### config.mk
export PLATFORM = sky130hd
export DESIGN_NAME = safe_access_ctrl
export DESIGN_NICKNAME = d
export VERILOG_FILES = /design/src/rtl/safe_access_ctrl.sv
export SDC_FILE = /design/constraint.sdc
export NUM_CORES = 1
export LEC_CHECK = 0
export CAP_MARGIN = 20
export CORE_MARGIN = 10
export CORE_UTILIZATION = 50
export CTS_CLUSTER_DIAMETER = 50
export CTS_CLUSTER_SIZE = 12
export DETAILED_ROUTE_END_ITERATION = 16
export GPL_TIMING_DRIVEN = 0
export PLACE_DENSITY = 0.68
export SETUP_SLACK_MARGIN = 0.4
export SLEW_MARGIN = 30
export SYNTH_ARGS = -nofsm -noshare
export SYNTH_HDL_FRONTEND = slang
export SYNTH_SLANG_ARGS = --single-unit
### constraint.sdc
create_clock -name clk -period 4.56 [get_ports clk]
set_clock_uncertainty 0.2 [all_clocks]
set_input_delay 0.684 -clock clk [delete_from_list [all_inputs] [get_ports clk]]
set_output_delay 0.684 -clock clk [all_outputs]
set_load 0.02 [all_outputs]
### src/rtl/safe_access_ctrl.sv
// Button-safe access controller: collects a full code entry from three
// active-low buttons, compares it with a programmable code register, and
// drives open / error / lockout timing plus the LED and lock outputs.
module safe_access_ctrl #(
  parameter int unsigned           CODE_LEN     = 4,
  parameter logic [2*CODE_LEN-1:0] DEFAULT_CODE = 8'b10_01_00_00,
  parameter int unsigned           TIME_OPEN    = 250_000_000,
  parameter int unsigned           TIME_ERR     = 150_000_000,
  parameter int unsigned           TIME_LOCK    = 1_500_000_000,
  parameter int unsigned           MAX_FAIL     = 3
) (
  input  logic       clk,
  input  logic       rst,
  input  logic [2:0] btn,
  input  logic       prog_en,
  output logic       unlock,
  output logic       lockout,
  output logic [1:0] fail_cnt,
  output logic [7:0] leds_verde,
  output logic       led_vermelho
);

  localparam int unsigned CW   = 2 * CODE_LEN;
  localparam logic [2:0]  LAST = 3'(CODE_LEN - 1);

  typedef enum logic [2:0] {
    ST_ENTRY   = 3'd0,
    ST_OPEN    = 3'd1,
    ST_PROG    = 3'd2,
    ST_ERR     = 3'd3,
    ST_LOCKOUT = 3'd4
  } state_t;

  state_t          state, state_n;
  logic [2:0]      idx, idx_n;
  logic [CW-1:0]   entry, entry_n, entry_cand;
  logic [CW-1:0]   shadow, shadow_n, shadow_cand;
  logic [CW-1:0]   code, code_n;
  logic [31:0]     timer, timer_n;
  logic [1:0]      fail_n;
  logic [2:0]      btn_prev, btn_pos, btn_edge;
  logic            key_evt;
  logic [1:0]      key_val;

  // n ones from bit 0 upward (n <= 8)
  function automatic logic [7:0] therm(input logic [3:0] n);
    logic [8:0] t;
    t = (9'd1 << n) - 9'd1;
    return t[7:0];
  endfunction

  // Press detection: a key event is any newly pressed button; more than one
  // at once decodes to 3, which can never equal a stored digit.
  always_comb begin
    btn_pos  = ~btn;
    btn_edge = btn_pos & ~btn_prev;
    key_evt  = |btn_edge;
    case (btn_edge)
      3'b001:  key_val = 2'd0;
      3'b010:  key_val = 2'd1;
      3'b100:  key_val = 2'd2;
      default: key_val = 2'd3;
    endcase
  end

  // Next-state logic; the candidate registers hold the current key value
  // inserted at slot idx so the final digit can be compared in its own cycle.
  always_comb begin
    state_n     = state;
    idx_n       = idx;
    entry_n     = entry;
    shadow_n    = shadow;
    code_n      = code;
    timer_n     = timer;
    fail_n      = fail_cnt;
    entry_cand  = (entry & ~(CW'(3) << (2 * idx))) | (CW'(key_val) << (2 * idx));
    shadow_cand = (shadow & ~(CW'(3) << (2 * idx))) | (CW'(key_val) << (2 * idx));
    case (state)
      ST_ENTRY: begin
        if (key_evt) begin
          entry_n = entry_cand;
          if (idx == LAST) begin
            idx_n = '0;
            if (entry_cand == code) begin
              state_n = ST_OPEN;
              timer_n = TIME_OPEN - 32'd1;
              fail_n  = '0;
            end else if ({30'd0, fail_cnt} + 32'd1 == MAX_FAIL) begin
              state_n = ST_LOCKOUT;
              timer_n = TIME_LOCK - 32'd1;
            end else begin
              state_n = ST_ERR;
              timer_n = TIME_ERR - 32'd1;
              fail_n  = fail_cnt + 2'd1;
            end
          end else begin
            idx_n = idx + 3'd1;
          end
        end
      end
      ST_OPEN: begin
        if (prog_en) begin
          state_n = ST_PROG;
          idx_n   = '0;
        end else if (timer == '0) begin
          state_n = ST_ENTRY;
        end else begin
          timer_n = timer - 32'd1;
        end
      end
      ST_PROG: begin
        if (!prog_en) begin
          state_n = ST_ENTRY;
          idx_n   = '0;
        end else if (key_evt && key_val != 2'd3) begin
          shadow_n = shadow_cand;
          if (idx == LAST) begin
            code_n  = shadow_cand;
            state_n = ST_ENTRY;
            idx_n   = '0;
          end else begin
            idx_n = idx + 3'd1;
          end
        end
      end
      ST_ERR: begin
        if (timer == '0) state_n = ST_ENTRY;
        else             timer_n = timer - 32'd1;
      end
      ST_LOCKOUT: begin
        if (timer == '0) begin
          state_n = ST_ENTRY;
          fail_n  = '0;
        end else begin
          timer_n = timer - 32'd1;
        end
      end
      default: begin
        state_n = ST_ENTRY;
        idx_n   = '0;
      end
    endcase
  end

  // State registers; outputs are decoded from the next state so they are
  // registered yet change on the same edge as the state they describe.
  always_ff @(posedge clk or posedge rst) begin
    if (rst) begin
      state        <= ST_ENTRY;
      idx          <= '0;
      entry        <= '0;
      shadow       <= '0;
      code         <= DEFAULT_CODE;
      timer        <= '0;
      fail_cnt     <= '0;
      btn_prev     <= '0;
      leds_verde   <= 8'b0000_0001;
      led_vermelho <= 1'b0;
      unlock       <= 1'b0;
      lockout      <= 1'b0;
    end else begin
      state        <= state_n;
      idx          <= idx_n;
      entry        <= entry_n;
      shadow       <= shadow_n;
      code         <= code_n;
      timer        <= timer_n;
      fail_cnt     <= fail_n;
      btn_prev     <= btn_pos;
      unlock       <= 1'b0;
      lockout      <= 1'b0;
      led_vermelho <= 1'b0;
      leds_verde   <= '0;
      case (state_n)
        ST_OPEN: begin
          leds_verde <= '1;
          unlock     <= 1'b1;
        end
        ST_PROG:    leds_verde <= 8'h80 | therm({1'b0, idx_n});
        ST_ERR:     led_vermelho <= 1'b1;
        ST_LOCKOUT: begin
          led_vermelho <= 1'b1;
          lockout      <= 1'b1;
        end
        default:    leds_verde <= therm({1'b0, idx_n} + 4'd1);
      endcase
    end
  end

endmodule

==> flow_metrics.py <==
metrics = {
    "logic_synthesis": {
        "yosys-mux-area-fraction_pct": 1.11,
        "synth_compound_area_share_pct": 25.6,
        "synth_xor_area_share_pct": 2.65,
        "async_flop_share_pct": 100,
        "syn_nets": 560,
        "synth_area_leaders": "dfrtp_1 (39%), a21oi_1 (5.4%), o21ai_0 (5.3%)",
        "netlist_instances": 543,
        "synth_top_area_cell": "dfrtp_1",
        "synth_seq_cells": 76,
        "synth.distinct_cells": 65,
        "yosys.area.top_type_share_pct": 39.5,
        "synth_top_family_by_area": "compound AO/OA/AOI/OAI gates",
        "synth_simple_gate_area_share_pct": 22.4,
        "yosysWarnings": 0,
        "netlist_area_sq_mm": 0.00463,
        "synth-seq-area-share_pct": 41.2,
        "synth_flop_cell": "dfrtp_1",
        "yosys.area_share.adder_pct": 2.98,
        "synth_edf_count": 0,
        "avgSynthCellArea_sq_um": 8.52,
    },
    "critical_path": {
        "cp.required_ps": 4590,
        "critPathMaxStageDelay_ps": 600,
        "path_max_fanout": 10,
        "critical_path_arrival_ps": 4020,
        "cp_slowest_cell": "or4_1",
        "path_class": "primary input to flop",
        "crit_chain": "dlygate4sd2_1 > or4_1 > nor4b_2 > o32ai_2 > buf_4 > o21ai_2 > clkbuf_8 > inv_1 > ha_1 > clkbuf_4 > nor3_4 > inv_1 > ha_2 > o31ai_1 > a222oi_1 > a311o_1",
        "start_kind": "primary input",
        "crit_top_cell": "inv_1",
        "end_kind": "flop",
    },
    "finish": {
        "final_common_cell": "dfrtp_1",
        "drive_gt1_share_pct": 10.3,
        "n_antenna_cell": 0,
        "final_cell_mix": "dfrtp_1 (73), nand2_1 (51), a21oi_1 (50), o21ai_0 (48), nor2_1 (46)",
        "nets": 592,
        "fin_cells": 691,
        "syn2layout_area_growth_pct": 15.1,
        "fillCellCount": 797,
        "fin_util_pct": 58.4,
    },
    "global_route": {
        "grt.total_usage_pct": 18.6,
        "grt_overflow": 0,
        "grt_pass1_wl_microns": 20400,
        "grt_antenna_before_repair": 0,
        "grt_max_degree": 41,
        "grt_pass1_vias": 4134,
    },
    "drt": {
        "firstDrtPassIters": 5,
        "drt_iter0_drc": 340,
        "route.detailed.drc": 0,
        "wl_microns": 12200,
        "vias_per_cell": 6.34,
        "antenna_left": 0,
        "vias": 4381,
        "post_drt_wl_per_cell_microns": 17.7,
    },
    "sta": {
        "slew_violations": 0,
        "clock.fmax_mhz": 251,
        "final.period_utilization_pct": 87.5,
        "setup_viol": 0,
        "period_needed_ps": 3990,
        "slew_headroom_pct": 40.4,
        "rsz0062_at_grt": "false",
        "timing.hold.ws_ps": 295,
        "worstMarginPinSlew_ps": 885,
        "finalHoldViolations": 0,
    },
    "floorplanning": {
        "start_util_pct": 50.8,
        "die_h_microns": 116,
        "io-pin-count": 19,
        "dieArea_sq_mm": 0.0135,
        "row_count": 35,
        "die_w_microns": 116,
        "core_area_sq_mm": 0.00911,
    },
    "clocking": {
        "cts_made_buffers": 9,
        "htreeDepth": 3,
        "clkTransAtPathRegs_ps": 90,
        "cts_sinks": 76,
        "cts_tree": "done",
        "cts_buffer_depth": 2,
        "insertion_delay_ps": 350,
        "root_buffer": "clkbuf_8",
    },
    "hold_path": {
        "hold_class": "flop to flop",
    },
    "flow_run": {
        "maxCapViolations": 0,
    },
    "power": {
        "cellLeakagePower_nw": 2.18,
        "power_density_mw_per_mm2": 660,
        "totalPowerFinal_mw": 3.52,
        "peakVddDrop_mv": 0.252,
    },
    "outcome": {
        "status": "finished clean",
    },
    "placement": {
        "place_hpwl_microns": 8630,
        "port_buffers": 18,
        "place_congestion": 0.910,
        "placedCellCount": 673,
    },
}
worst paths after layout:
kind / to / start / cells after the start / slack (ps)
min: shadow[2]$_DFFE_PP0P_ / shadow[2]$_DFFE_PP0P_ / 1 / 300
max in group asynchronous: code[7]$_DFFE_PP1P_ / rst / 3 / 3010
min in group asynchronous: timer[16]$_DFFE_PP0P_ / rst / 2 / 520
min reg2reg: shadow[2]$_DFFE_PP0P_ / shadow[2]$_DFFE_PP0P_ / 1 / 300
max: leds_verde[4]$_DFF_PP0_ / btn[1] / 16 / 570
max reg2reg: fail_cnt[0]$_DFFE_PP0P_ / idx[0]$_DFF_PP0_ / 12 / 630
synth_stat cells, types with 3 or more instances:
cell type / n
inv_1: 26
nand2b_1: 12
xor2_1: 4
and2_1: 5
a221o_1: 5
o22ai_1: 16
a21o_1: 3
clkbuf_1: 20
nand3_1: 13
or3_1: 7
a21oi_1: 50
or4_1: 3
o2bb2ai_1: 4
mux2i_1: 4
xnor2_1: 10
nor3_1: 19
a211oi_1: 3
and3_1: 3
a21boi_0: 7
ha_1: 11
dfstp_2: 3
o221ai_1: 3
o211a_1: 3
nor2b_1: 5
o22a_1: 3
buf_2: 3
nor4b_1: 5
a22o_1: 4
o31ai_1: 3
a31oi_1: 5
or2_2: 7
o21ai_0: 49
nor2_1: 47
dfrtp_1: 73
nor4_1: 10
a22oi_1: 7
nand2_1: 51
power by group:
group / leakage (nW) / switching, mW / internal [mW]
sequential: 0.918 / 0.235 / 0.932
clock: 0.113 / 0.256 / 0.338
combinational: 1.15 / 1.04 / 0.717
routing by layer:
metal  track usage [%]  up-vias  share of wire, %
met5                 0        -                 0
met4              7.01        0               2.0
met3              3.08       28               4.6
met2              30.8      135                49
met1              24.0     2154                44
li1                  -     2064                 -
state kept, by name (all words and copies together) (netlist names):
register / flops
timer: 32
code: 8
entry: 8
leds_verde: 8
shadow: 6
btn_prev: 3
idx: 3
state: 3
fail_cnt: 2
led_vermelho: 1
lockout: 1
unlock: 1
final cells by class:
cell class | instances | area [sq um] | share of cell area (%)
Clock buffer | 12 | 155 | 2.91
Sequential cell | 76 | 1910 | 35.8
Tap cell | 111 | 139 | 2.61
Buffer | 23 | 104 | 1.95
Multi-Input combinational cell | 418 | 2630 | 49.4
Clock inverter | 4 | 72.6 | 1.36
Timing Repair Buffer | 21 | 216 | 4.07
Inverter | 26 | 100 | 1.88
per-stage QoR:
stage	setup TNS (ps)	worst slack (ps)	cell area (sq um)
global route	0	401	5320
finish	0	571	5320
floorplan	0	463	4640
CTS	0	387	5260
global placement	-2800	-499	4960
detailed placement	-1670	-502	4980
logic make-up (layout without fill, tap and decap cells):
kind of cell    count (synthesis)  after routing
compound gates                186            186
xor+xnor                       14             14
fa+ha+maj                      11             11
buf+inv                        49             86
flops                          76             76
mux                             5              5
simple gates                  202            202
worst max-delay path, delay by kind of cell:
family | cells | cell delay [ps]
AOI/OAI and AO/OA | 5 | 860
buffers and inverters | 6 | 1020
and+or+nand+nor | 3 | 1000
adders and majority gates | 2 | 470
what timing repair did:
item	CTS	global route
gates resized for setup	12	12
hold buffers	0	0
pin swaps	2	0
endpoints found under the setup margin	5	12
buffers inserted	2	0
hold endpoints to repair	0	0
Note: power is estimated with default switching activity, not from simulation.
